## src/rtl/cheri_tsmap_arbiter.sv

```systemverilog
// Temporal-safety map SRAM arbiter: core read port always wins,
// revoker and writer share idle cycles round-robin.
module cheri_tsmap_arbiter #(
  parameter int unsigned TSMapSize   = 1024,
  parameter int unsigned AddrW       = 16,
  parameter int unsigned StarveLimit = 64
) (
  input  logic             clk_i,
  input  logic             rst_ni,
  input  logic             core_cs_i,
  input  logic [AddrW-1:0] core_addr_i,
  output logic [31:0]      core_rdata_o,
  input  logic             rvk_req_i,
  input  logic [AddrW-1:0] rvk_addr_i,
  output logic             rvk_gnt_o,
  output logic             rvk_rvalid_o,
  output logic [31:0]      rvk_rdata_o,
  input  logic             wr_req_i,
  input  logic [AddrW-1:0] wr_addr_i,
  input  logic [31:0]      wr_wdata_i,
  input  logic [3:0]       wr_be_i,
  output logic             wr_gnt_o,
  output logic             mem_cs_o,
  output logic             mem_we_o,
  output logic [AddrW-1:0] mem_addr_o,
  output logic [31:0]      mem_wdata_o,
  output logic [3:0]       mem_be_o,
  input  logic [31:0]      mem_rdata_i,
  output logic             oor_err_o,
  output logic             starve_o,
  input  logic             starve_clr_i
);

  localparam int unsigned CntW = $clog2(StarveLimit + 1);
  localparam logic [CntW-1:0] CntMax = CntW'(StarveLimit);
  localparam logic [AddrW:0] MapEnd = (AddrW + 1)'(TSMapSize);

  typedef enum logic [1:0] {
    OwnNone,
    OwnCore,
    OwnRvk
  } owner_e;

  owner_e          rd_owner_q, owner_d;
  logic            oor_q, oor_d;
  logic            rr_q;
  logic [CntW-1:0] wait_cnt_q, cnt_d;
  logic            starve_q, starve_d;

  logic             core_act, bg_free;
  logic             rvk_win, wr_win, bg_gnt;
  logic             acc, sel_oor, sel_we;
  logic [AddrW-1:0] sel_addr;
  logic [31:0]      sel_wdata;
  logic [3:0]       sel_be;

  // Grant decision: core first, then round-robin between background ports.
  always_comb begin
    core_act = rst_ni & core_cs_i;
    bg_free  = rst_ni & ~core_cs_i;
    rvk_win  = bg_free & rvk_req_i & (~wr_req_i | ~rr_q);
    wr_win   = bg_free & wr_req_i & (~rvk_req_i | rr_q);
    bg_gnt   = rvk_win | wr_win;
  end

  // Select the winning request and range-check its address.
  always_comb begin
    sel_addr  = '0;
    sel_wdata = '0;
    sel_be    = '0;
    sel_we    = 1'b0;
    sel_oor   = 1'b0;
    unique case (1'b1)
      core_act: begin
        sel_addr = core_addr_i;
        sel_oor  = {1'b0, core_addr_i} >= MapEnd;
      end
      rvk_win: begin
        sel_addr = rvk_addr_i;
        sel_oor  = {1'b0, rvk_addr_i} >= MapEnd;
      end
      wr_win: begin
        sel_addr  = wr_addr_i;
        sel_wdata = wr_wdata_i;
        sel_be    = wr_be_i;
        sel_we    = 1'b1;
        sel_oor   = {1'b0, wr_addr_i} >= MapEnd;
      end
      default: ;
    endcase
    acc = core_act | rvk_win | wr_win;
  end

  // SRAM drive; out-of-range accesses never reach the macro.
  always_comb begin
    mem_cs_o    = acc & ~sel_oor;
    mem_we_o    = mem_cs_o & sel_we;
    mem_addr_o  = mem_cs_o ? sel_addr : '0;
    mem_wdata_o = mem_we_o ? sel_wdata : '0;
    mem_be_o    = mem_we_o ? sel_be : '0;
    oor_err_o   = acc & sel_oor;
    rvk_gnt_o   = rvk_win;
    wr_gnt_o    = wr_win;
  end

  // Next-state for return tag and starvation counter.
  always_comb begin
    owner_d = OwnNone;
    if (core_act) begin
      owner_d = OwnCore;
    end else if (rvk_win) begin
      owner_d = OwnRvk;
    end
    oor_d = (core_act | rvk_win) & sel_oor;
    cnt_d = wait_cnt_q;
    if (starve_clr_i || bg_gnt) begin
      cnt_d = '0;
    end else if ((rvk_req_i || wr_req_i) && wait_cnt_q != CntMax) begin
      cnt_d = wait_cnt_q + CntW'(1);
    end
    starve_d = starve_q;
    if (starve_clr_i) begin
      starve_d = 1'b0;
    end else if (cnt_d == CntMax) begin
      starve_d = 1'b1;
    end
  end

  // Arbiter state registers.
  always_ff @(posedge clk_i or negedge rst_ni) begin
    if (!rst_ni) begin
      rr_q       <= 1'b0;
      rd_owner_q <= OwnNone;
      oor_q      <= 1'b0;
      wait_cnt_q <= '0;
      starve_q   <= 1'b0;
    end else begin
      if (rvk_win) begin
        rr_q <= 1'b1;
      end else if (wr_win) begin
        rr_q <= 1'b0;
      end
      rd_owner_q <= owner_d;
      oor_q      <= oor_d;
      wait_cnt_q <= cnt_d;
      starve_q   <= starve_d;
    end
  end

  // Steer returning SRAM data to the port that issued the read.
  always_comb begin
    core_rdata_o = '0;
    rvk_rdata_o  = '0;
    rvk_rvalid_o = rd_owner_q == OwnRvk;
    if (rd_owner_q == OwnCore && !oor_q) begin
      core_rdata_o = mem_rdata_i;
    end
    if (rd_owner_q == OwnRvk && !oor_q) begin
      rvk_rdata_o = mem_rdata_i;
    end
    starve_o = starve_q;
  end

endmodule

```

## config.mk

```make
export PLATFORM = sky130hd
export DESIGN_NAME = cheri_tsmap_arbiter
export DESIGN_NICKNAME = d
export VERILOG_FILES = /design/src/rtl/cheri_tsmap_arbiter.sv
export SDC_FILE = /design/constraint.sdc
export NUM_CORES = 1
export LEC_CHECK = 0
export BUFFER_PORTS_ARGS = -buffer_cell sky130_fd_sc_hd__buf_2
export CORE_AREA = 3 3 93 95
export CTS_CLUSTER_DIAMETER = 50
export CTS_CLUSTER_SIZE = 28
export DETAILED_ROUTE_END_ITERATION = 10
export DIE_AREA = 0 0 96 98
export HOLD_SLACK_MARGIN = 0.12
export MAX_ROUTING_LAYER = met4
export PLACE_DENSITY = 0.65
export SYNTH_ARGS = -nofsm -noshare
export SYNTH_HDL_FRONTEND = slang
export SYNTH_SLANG_ARGS = --single-unit
```

## constraint.sdc

```tcl
create_clock -name clk_i -period 4.7 [get_ports clk_i]
set_input_delay 0.94 -clock clk_i [delete_from_list [all_inputs] [get_ports clk_i]]
set_output_delay 0.94 -clock clk_i [all_outputs]
set_load 0.01 [all_outputs]
```

==> results of run 1 <==
## state kept, by name (all words and copies together) (netlist names)
signal,count
starve_o,1
wait_cnt_q,7
oor_q,1
rr_q,1
rd_owner_q,2
## layer usage
metal	wire length [µm]	track usage (%)
met1	2887	16.77
met2	4160	30.16
met3	799	0.7704
met4	108	3.939
met5	0	-
## power by group
group          switching [mW]  internal (mW)
clock                  0.0389         0.0741
combinational          0.0746         0.0767
sequential            0.00611          0.109
## cells in the final DEF (no fill, tap or decap), types with 2 or more instances in the layout
cell | synthesis | routed
a21oi_1 | 6 | 6
a222oi_1 | 10 | 10
a311oi_1 | 2 | 2
a31oi_1 | 2 | 2
and2_1 | 100 | 100
and3_1 | 2 | 2
and3_2 | 2 | 2
buf_2 | 0 | 238
buf_4 | 6 | 2
clkbuf_8 | 0 | 4
conb_1 | 1 | 6
dfrtp_1 | 12 | 12
ha_1 | 2 | 2
inv_1 | 6 | 6
nand2_1 | 5 | 5
nand3_1 | 2 | 2
nor2_1 | 25 | 25
nor2b_1 | 4 | 4
nor4_1 | 2 | 2
o211ai_1 | 2 | 2
o21ai_0 | 4 | 4
or2_2 | 2 | 2
or3_1 | 2 | 2
xnor2_1 | 3 | 3
## worst max-delay path: cells and delay by family
| family | cells | cell delay [ns] |
|---|---|---|
| buffers and inverters | 2 | 0.40 |
| AND/OR/NAND/NOR | 4 | 1.63 |
## cell families after synthesis
family | Yosys count
simple gates | 152
compound gates | 32
buf+inv | 26
flops | 12
xor+xnor | 4
fa+ha+maj | 2
other cells | 1
mux | 1
## area by class of cell
type,count,share of cell area (%)
well taps,102,4.328
inverters,6,0.7637
repair buffers,240,40.90
clock buffers,4,1.867
multi-input cells,197,41.88
flip-flops and latches,12,10.18
diodes,1,0.08485
## final timing paths
path,end,slack (ns)
min in group asynchronous,wait_cnt_q[3],0.58
setup / recovery,mem_wdata_o[23],0.77
hold reg to reg,rr_q,0.55
max in group asynchronous,oor_q,3.89
setup reg to reg,starve_o,2.80
hold / removal,rr_q,0.55
## stage by stage
stage	instances	cell area (µm²)	power, mW	hold WS [ns]	setup WS (ns)
2_1_floorplan	235	1658	0.1849	0.4717	1.376
3_3_place_gp	557	2892	0.2644	0.4848	0.8141
3_5_place_dp	557	2892	0.2689	0.5241	0.7483
4_1_cts	561	2947	0.3842	0.5342	0.7364
5_1_grt	562	2949	0.4053	0.5681	0.5457
6_report	562	2949	0.3793	0.5488	0.7671
==> results by group, run 1 <==
Synth
  – FFs w/ async S/R, synth: 100.0%
  – Mapped Avg Cell Area: 7.126 µm²
  – Synthesized flop and latch total: 12
  – Post-synthesis cell type count: 38
  – Yosys top cell by area: and2_1
  – Top cells by area, synth: and2_1, dfrtp_1, a222oi_1, nor2_1, clkbuf_1
  – Xor/xnor share of the synthesized area: 2.137%
  – Top cell type's share of synthesized area: a little under two fifths
  – Commonest cells in the netlist: and2_1, nor2_1, clkbuf_1
  – Mux contribution to synthesized area: 0.6870%
  – Prevailing post-synth register cell: dfrtp_1
  – Number of flops mapped to enable cells by yosys: 0
  – Syn. warnings: 0
  – Complex-gate fraction of the synthesized area: between 15 and 20%
  – Post-Synth Simple-Gate Area: 53.97%
  – Synth Cell Area: roughly 1600 µm²
  – Post-Synth Adder-Cell Area: 1.527%
  – Post-synthesis sequential area ratio: 18.32%
  – Main combinational cell family by area after synthesis: simple AND/OR/NAND/NOR gates
  – Cells after synthesis: 230
  – Most numerous cell in the Yosys netlist: and2_1

Critical path
  – Critical-path maximum fanout: 37
  – Crit start category: input pin
  – CP Class: in -> out
  – CP required: 3.76 ns
  – Crit path from: rst_ni
  – R2R Path Start: wait_cnt_q[0]
  – CP most frequent cell: buf_2
  – Slowest cell on crit path: and3_1
  – Worst EP arrival: 2.99 ns
  – Setup crit end kind: primary output
  – R2R cell count: 6
  – CP max stage delay: 0.78 ns
  – Worst-path cell chain: buf_2 -> and2b_2 -> and3_2 -> and3_1 -> and2_1 -> buf_2

Clocking
  – Root buffer cell: clkbuf_8
  – Cts repair resizes: 0
  – CTS sink cnt: 12
  – Clock tree buffer depth: 2
  – Hold buffers post-CTS: 0
  – CTS Buf Count: 3
  – CTS tree: yes
  – H-Tree Depth: 1
  – Setup bufs post-CTS: 0
  – CTS clk-pin slew, worst paths: 0.05 ns
  – Clk Latency, worst-skew pair: 0.24 ns

Die
  – Site Rows: 32
  – Die height: between 90 and 100 µm
  – I/O pin cnt: 245
  – Total Die Area: 9408 µm²
  – Initial Util: 20.99%
  – Die width: ~96 µm
  – Core Box Area: 7807 µm²

Global routing
  – First-pass GRT wire length: 11200 µm
  – Largest net degree at the start of global routing: 38
  – Total grt overflow: 0
  – Antenna violations before repair: 1
  – Vias in the first global route: 2281
  – Total track usage: 15.60%

Detailed routing
  – 1st-pass router iterations: 5
  – Vias per cell: 4.441
  – Initial DRC count: 96
  – DRC errors left: 0
  – Post-Route WL: 7955 µm
  – Routed len/inst: ~14 µm
  – Number of routed nets with antenna violations: 0
  – Total number of vias: 2496

Timing
  – Slew headroom: 38.12%
  – Setup_tns: 0 ns
  – Final setup fails: 0
  – Final Critical Period: 3.933 ns
  – Max-slew violations: 0
  – Final worst path period share: a little over four fifths
  – Clock Skew: 0.002113 ns
  – RSZ-0062 raised after global routing: no
  – Fmax: 254.3 MHz
  – Hold Fails Final Rpt: 0
  – Worst-margin pin slew: 0.9241 ns

Final layout
  – Register area: 300.3 µm²
  – Final core occ: 37.77%
  – Fin nets: 584
  – Syn-to-layout area delta: 79.92%
  – Area occupied by multi-input gates: approximately 1200 µm²
  – Filler cell count: 847
  – Layout cells sized above 1: between 50 and 60%

Place
  – Hpwl dp: 6890 µm
  – # port buffers: 238
  – GPL Wtd Cong: 0.8745

Outcome
  – Status: completed

Run
  – Max cap viols: 0

Pwr
  – VDD IR-drop max: between 0.08 and 0.09 mV
  – Leakage: 1.835 nW
  – Power density cells: 128.6 nW/µm²

Hold path
  – Hold Crit Start: rr_q
  – Hold depth: 1
  – HP Class: reg -> reg
No activity file was read; power rests on OpenSTA's default activity.
==> inputs of run 2 (changes only) <==
==> constraint.sdc (replaced) <==
create_clock -name clk_i -period 4.1 [get_ports clk_i]
set_input_delay 0.82 -clock clk_i [delete_from_list [all_inputs] [get_ports clk_i]]
set_output_delay 0.82 -clock clk_i [all_outputs]
set_load 0.01 [all_outputs]
==> run 2 against run 1 <==
Flip-flop and latch count is the same. Highest routed layer unchanged. First-iteration DRC count is 3.1% lower. Largest power group unchanged. Sequential share of layout area about the same. Critical path type unchanged. Via count fell by 0.12%. Global-route usage rose by 0.14 points.
==> results by group, run 2 (synthesis results as in run 1) <==
Outcome
  – Status: completed

Critical path
  – Largest delay share family, worst path: compound AO/OA/AOI/OAI gates
  – Slowest cell on crit path: or4_1
  – Worst EP arrival: 2.80 ns
  – Critical-path maximum fanout: 11
  – CP most frequent cell: buf_2
  – Buf+Inv Stages, Crit Path: 2
  – Setup crit end kind: primary output
  – Crit start category: input pin
  – Worst-path cell chain: buf_2 -> or4_1 -> o31a_1 -> a221oi_2 -> o211ai_1 -> nor2_1 -> buf_2
  – CP Class: in -> out
  – CP required: roughly 3.3 ns
  – CP max stage delay: 0.52 ns

Final layout
  – Biggest register: wait_cnt_q
  – Max reg flops: 7
  – Commonest non-fill, non-tap cell in the layout: buf_2
  – Regs by FF count: wait_cnt_q: 7 flops, rd_owner_q: 2 flops
  – Syn-to-layout area delta: 80.38%
  – Commonest cells after routing, fill and taps aside: buf_2, and2_1, nor2_1, dfrtp_1, a222oi_1
  – Fin nets: 585
  – Post-route cell area: 2957 µm²
  – Layout cells sized above 1: 55.65%

Die
  – Initial Util: 20.99%
  – Die width: 96 µm
  – Core Box Area: ~8000 µm²
  – Die height: between 90 and 100 µm
  – Total Die Area: 9408 µm²
  – Site Rows: 32
  – I/O pin cnt: 245

Pwr
  – Total design power: 0.4319 mW
  – Leakage: 1.840 nW
  – VDD IR-drop max: 0.09824 mV
  – Power density cells: approximately 150 nW/µm²

Detailed routing
  – Routed len/inst: 14.00 µm
  – 1st-pass router iterations: 5
  – DRC errors left: 0
  – Initial DRC count: 93
  – Number of routed nets with antenna violations: 0
  – Total number of vias: 2493
  – Post-Route WL: a little under 8000 µm
  – Vias per cell: ~4.4

Global routing
  – Vias in the first global route: 2363
  – Total track usage: 15.75%
  – First-pass GRT wire length: about 11000 µm
  – Largest net degree at the start of global routing: 38
  – Antenna violations before repair: 1
  – Total grt overflow: 0

Clocking
  – CTS tree: yes
  – Root buffer cell: clkbuf_8
  – Clk Latency, worst-skew pair: 0.24 ns
  – CTS clk-pin slew, worst paths: 0.05 ns
  – Hold buffers post-CTS: 0
  – CTS sink cnt: 12
  – H-Tree Depth: 1
  – Cts repair resizes: 0
  – CTS Buf Count: 3
  – Setup bufs post-CTS: 0
  – Clock tree buffer depth: 2

Place
  – # port buffers: between 200 and 250
  – Post-place instance area: 2899 µm²
  – Hpwl dp: 6873 µm
  – GPL Wtd Cong: 0.8557
  – Pre-CTS setup slack: 0.4894 ns

Timing
  – RSZ-0062 raised after global routing: no
  – Max-slew violations: 0
  – Worst-margin pin slew: between 0.9 and 1 ns
  – Hold Fails Final Rpt: 0
  – Fmax: between 200 and 300 MHz
  – Final worst path period share: 88.19%
  – Slew headroom: 33.24%
  – Final Critical Period: roughly 3.6 ns
  – Final setup fails: 0
  – Hold WS: 0.4666 ns
  – Setup_tns: 0 ns
  – Post-route worst setup slack: about 0.48 ns
  – Clock Skew: 0.003014 ns

Hold path
  – HP Class: in -> async

Run
  – Max cap viols: 0
run 2: power by group:
part | total [mW] | switching, mW | internal, mW
combinational | 0.173 | 0.0849 | 0.0880
clock | 0.128 | 0.0430 | 0.0848
sequential | 0.131 | 0.00642 | 0.125
total | 0.432 | 0.134 | 0.298
run 2: metrics by stage:
stage,std cells,utilization (%)
after global placement,558,37.13
after floorplan,235,-
final,563,37.87
after global routing,563,37.87
after CTS,562,37.84
after detailed placement,558,37.13
run 2: worst reg2reg max path: stages, from the launching register on:
cell and delay, ns:
dfrtp_1 0.42, inv_1 0.09, ha_1 0.22, a41oi_1 0.42, mux2_2 0.41, a31oi_1 0.17
a311oi_1 0.07
run 2: path summary, 6_finish.rpt:
check / start / to / slack (ns) / cells after the start
min: rst_ni / wait_cnt_q[5] / 0.47 / 1
max: core_addr_i[15] / mem_addr_o[5] / 0.48 / 7
min reg2reg: rr_q / rr_q / 0.53 / 1
max in group asynchronous: rst_ni / wait_cnt_q[4] / 3.40 / 1
max reg2reg: wait_cnt_q[0] / starve_o / 2.16 / 6
min in group clk_i: rr_q / rr_q / 0.53 / 1
run 2: area by class of cell:
cell class                      instances  area (µm²)
Antenna cell                            1       2.502
Clock buffer                            4       55.05
Fill cell                             850        4851
Inverter                                6       22.52
Multi-Input combinational cell        197        1235
Sequential cell                        12       300.3
Tap cell                              102       127.6
Timing Repair Buffer                  241        1214
run 2: metal layers:
metal	up-vias	global-route usage [%]	part of all wire (%)
li1	1213	-	-
met3	10	1.541	9.9
met4	0	5.033	2.4
met1	1109	17.05	36
met5	-	-	0
met2	161	29.26	52
==> inputs of run 3 (changes only) <==
--- a/config.mk
+++ b/config.mk
@@ -14,6 +14,7 @@
 export HOLD_SLACK_MARGIN = 0.12
 export MAX_ROUTING_LAYER = met4
 export PLACE_DENSITY = 0.65
+export REMOVE_ABC_BUFFERS = 1
 export SYNTH_ARGS = -nofsm -noshare
 export SYNTH_HDL_FRONTEND = slang
 export SYNTH_SLANG_ARGS = --single-unit
==> run 3 against run 2 <==
Flip-flop and latch count did not move. Die area stayed put. Sequential power about the same. Hold slack worse by 0.0030 ns. Wire length increased by 9.6%. Setup slack gained 0.079 ns. Combinational power barely moved. Non-clock buffer count unchanged. First-iteration DRC count is 23% higher. Critical path type unchanged. Largest cell class unchanged.
==> results by group, run 3 (synthesis results as in run 1) <==
Clocking
  – CTS tree: yes
  – CTS Buf Count: 3
  – Clock tree buffer depth: 2
  – H-Tree Depth: 1
  – CTS clk-pin slew, worst paths: 0.05 ns
  – Hold buffers post-CTS: 0
  – Setup bufs post-CTS: 0
  – Cts repair resizes: 0
  – Root buffer cell: clkbuf_8
  – Clk Latency, worst-skew pair: 0.24 ns
  – CTS sink cnt: 12

Timing
  – Final worst path period share: a little under nine tenths
  – Final Critical Period: roughly 3.5 ns
  – Worst-margin pin slew: about 0.90 ns
  – Fmax: 282.7 MHz
  – Clock Skew: approximately 0.0014 ns
  – Max-slew violations: 0
  – Hold Fails Final Rpt: 0
  – Slew headroom: 39.53%
  – Post-route worst setup slack: ~0.56 ns
  – Setup_tns: 0 ns
  – RSZ-0062 raised after global routing: no
  – Final setup fails: 0

Place
  – Hpwl dp: 7625 µm
  – Pre-CTS setup slack: 0.5528 ns
  – GPL Wtd Cong: 0.8643
  – # port buffers: 238

Critical path
  – Critical-path maximum fanout: 15
  – Worst EP arrival: 2.72 ns
  – CP Class: in -> out
  – Crit Reg-Reg Endpoint: starve_o
  – Crit path from: rst_ni
  – CP max stage delay: 0.41 ns
  – Slowest cell on crit path: o211ai_1
  – CP endpoint: mem_addr_o[1]
  – CP most frequent cell: buf_2
  – Setup crit end kind: primary output
  – Worst-path cell chain: buf_2 -> and2b_2 -> and3_2 -> a221oi_2 -> o211ai_1 -> nor2_1 -> buf_2
  – R2R Path Start: wait_cnt_q[0]
  – Crit start category: input pin
  – CP required: 3.28 ns
  – R2R setup slack: 2.23 ns
  – R2R cell count: 6

Detailed routing
  – 1st-pass router iterations: 8
  – Routed len/inst: 15.15 µm
  – DRC errors left: 0
  – Post-Route WL: 8638 µm
  – Met2 WL: about 4000 µm
  – Total number of vias: between 2000 and 2500
  – Vias per cell: 4.379
  – Initial DRC count: 114
  – Number of routed nets with antenna violations: 0
  – Routed length on met1: 3254 µm
  – DR top layer: met4
  – WL met3: 1255 µm

Global routing
  – Antenna violations before repair: 8
  – Vias in the first global route: 2275
  – Total track usage: 17.53%
  – Largest net degree at the start of global routing: 36
  – Total grt overflow: 0
  – First-pass GRT wire length: about 12000 µm

Pwr
  – VDD IR-drop max: 0.1226 mV
  – Power density cells: 146.1 nW/µm²
  – Leakage: 1.840 nW

Die
  – I/O pin cnt: 245
  – Initial Util: 20.99%
  – Core Box Area: 7807 µm²
  – Die height: 98 µm
  – Total Die Area: 9408 µm²
  – Site Rows: 32
  – Die width: 96 µm

Final layout
  – Regs by FF count: wait_cnt_q: 7 flops, rd_owner_q: 2 flops
  – Commonest cells after routing, fill and taps aside: buf_2, and2_1, nor2_1, dfrtp_1, a222oi_1
  – Fin nets: 585
  – Final core occ: 38.09%
  – Max reg flops: 7
  – Biggest register: wait_cnt_q
  – Layout cells sized above 1: 55.65%
  – Syn-to-layout area delta: 81.45%
  – Commonest non-fill, non-tap cell in the layout: buf_2

Run
  – Max cap viols: 0

Outcome
  – Status: completed

Hold path
  – HP Class: in -> async
[run 3: layer usage]
layer  up-vias  GRT usage [%]
met5         -              -
met1      1107          21.22
met2       146          27.67
met4         0          3.392
li1       1233              -
met3        10          6.703
[run 3: worst max-delay path, delay by kind of cell]
family	cells	cell delay [ns]
compound gates	2	0.72
simple gates	3	0.80
buf+inv	2	0.36
[run 3: power breakdown]
part	switching, mW	internal [mW]
clock network	0.0448	0.0849
logic	0.0859	0.0882
registers	0.00596	0.125
total	0.137	0.298
[run 3: worst min-delay path by stage]
stage	start	endpoint	slack [ns]	depth (start not counted)
4_1_cts	rst_ni	wait_cnt_q[4]	0.47	1
6_report	rst_ni	wait_cnt_q[4]	0.46	1
3_5_place_dp	rr_q	rr_q	0.50	1
2_1_floorplan	rr_q	rr_q	0.47	1
5_1_grt	rst_ni	wait_cnt_q[4]	0.48	1
3_3_place_gp	rr_q	rr_q	0.49	1
[run 3: per-stage QoR]
stage               instances  area (µm²)  hold WS [ns]  power [mW]
finish                    570        2974        0.4635      0.4346
global route              570        2974        0.4765      0.4649
CTS                       562        2954        0.4723      0.4388
global placement          558        2899        0.4862      0.3050
floorplan                 215        1553        0.4717      0.2039
detailed placement        558        2899        0.5006      0.3078
[run 3: final cells by class]
class | instances | area, µm²
flip-flops and latches | 12 | 300.3
inverters | 6 | 22.52
well taps | 102 | 127.6
diodes | 8 | 20.02
clock buffers | 4 | 55.05
multi-input cells | 197 | 1235
fillers | 850 | 4833
repair buffers | 241 | 1214
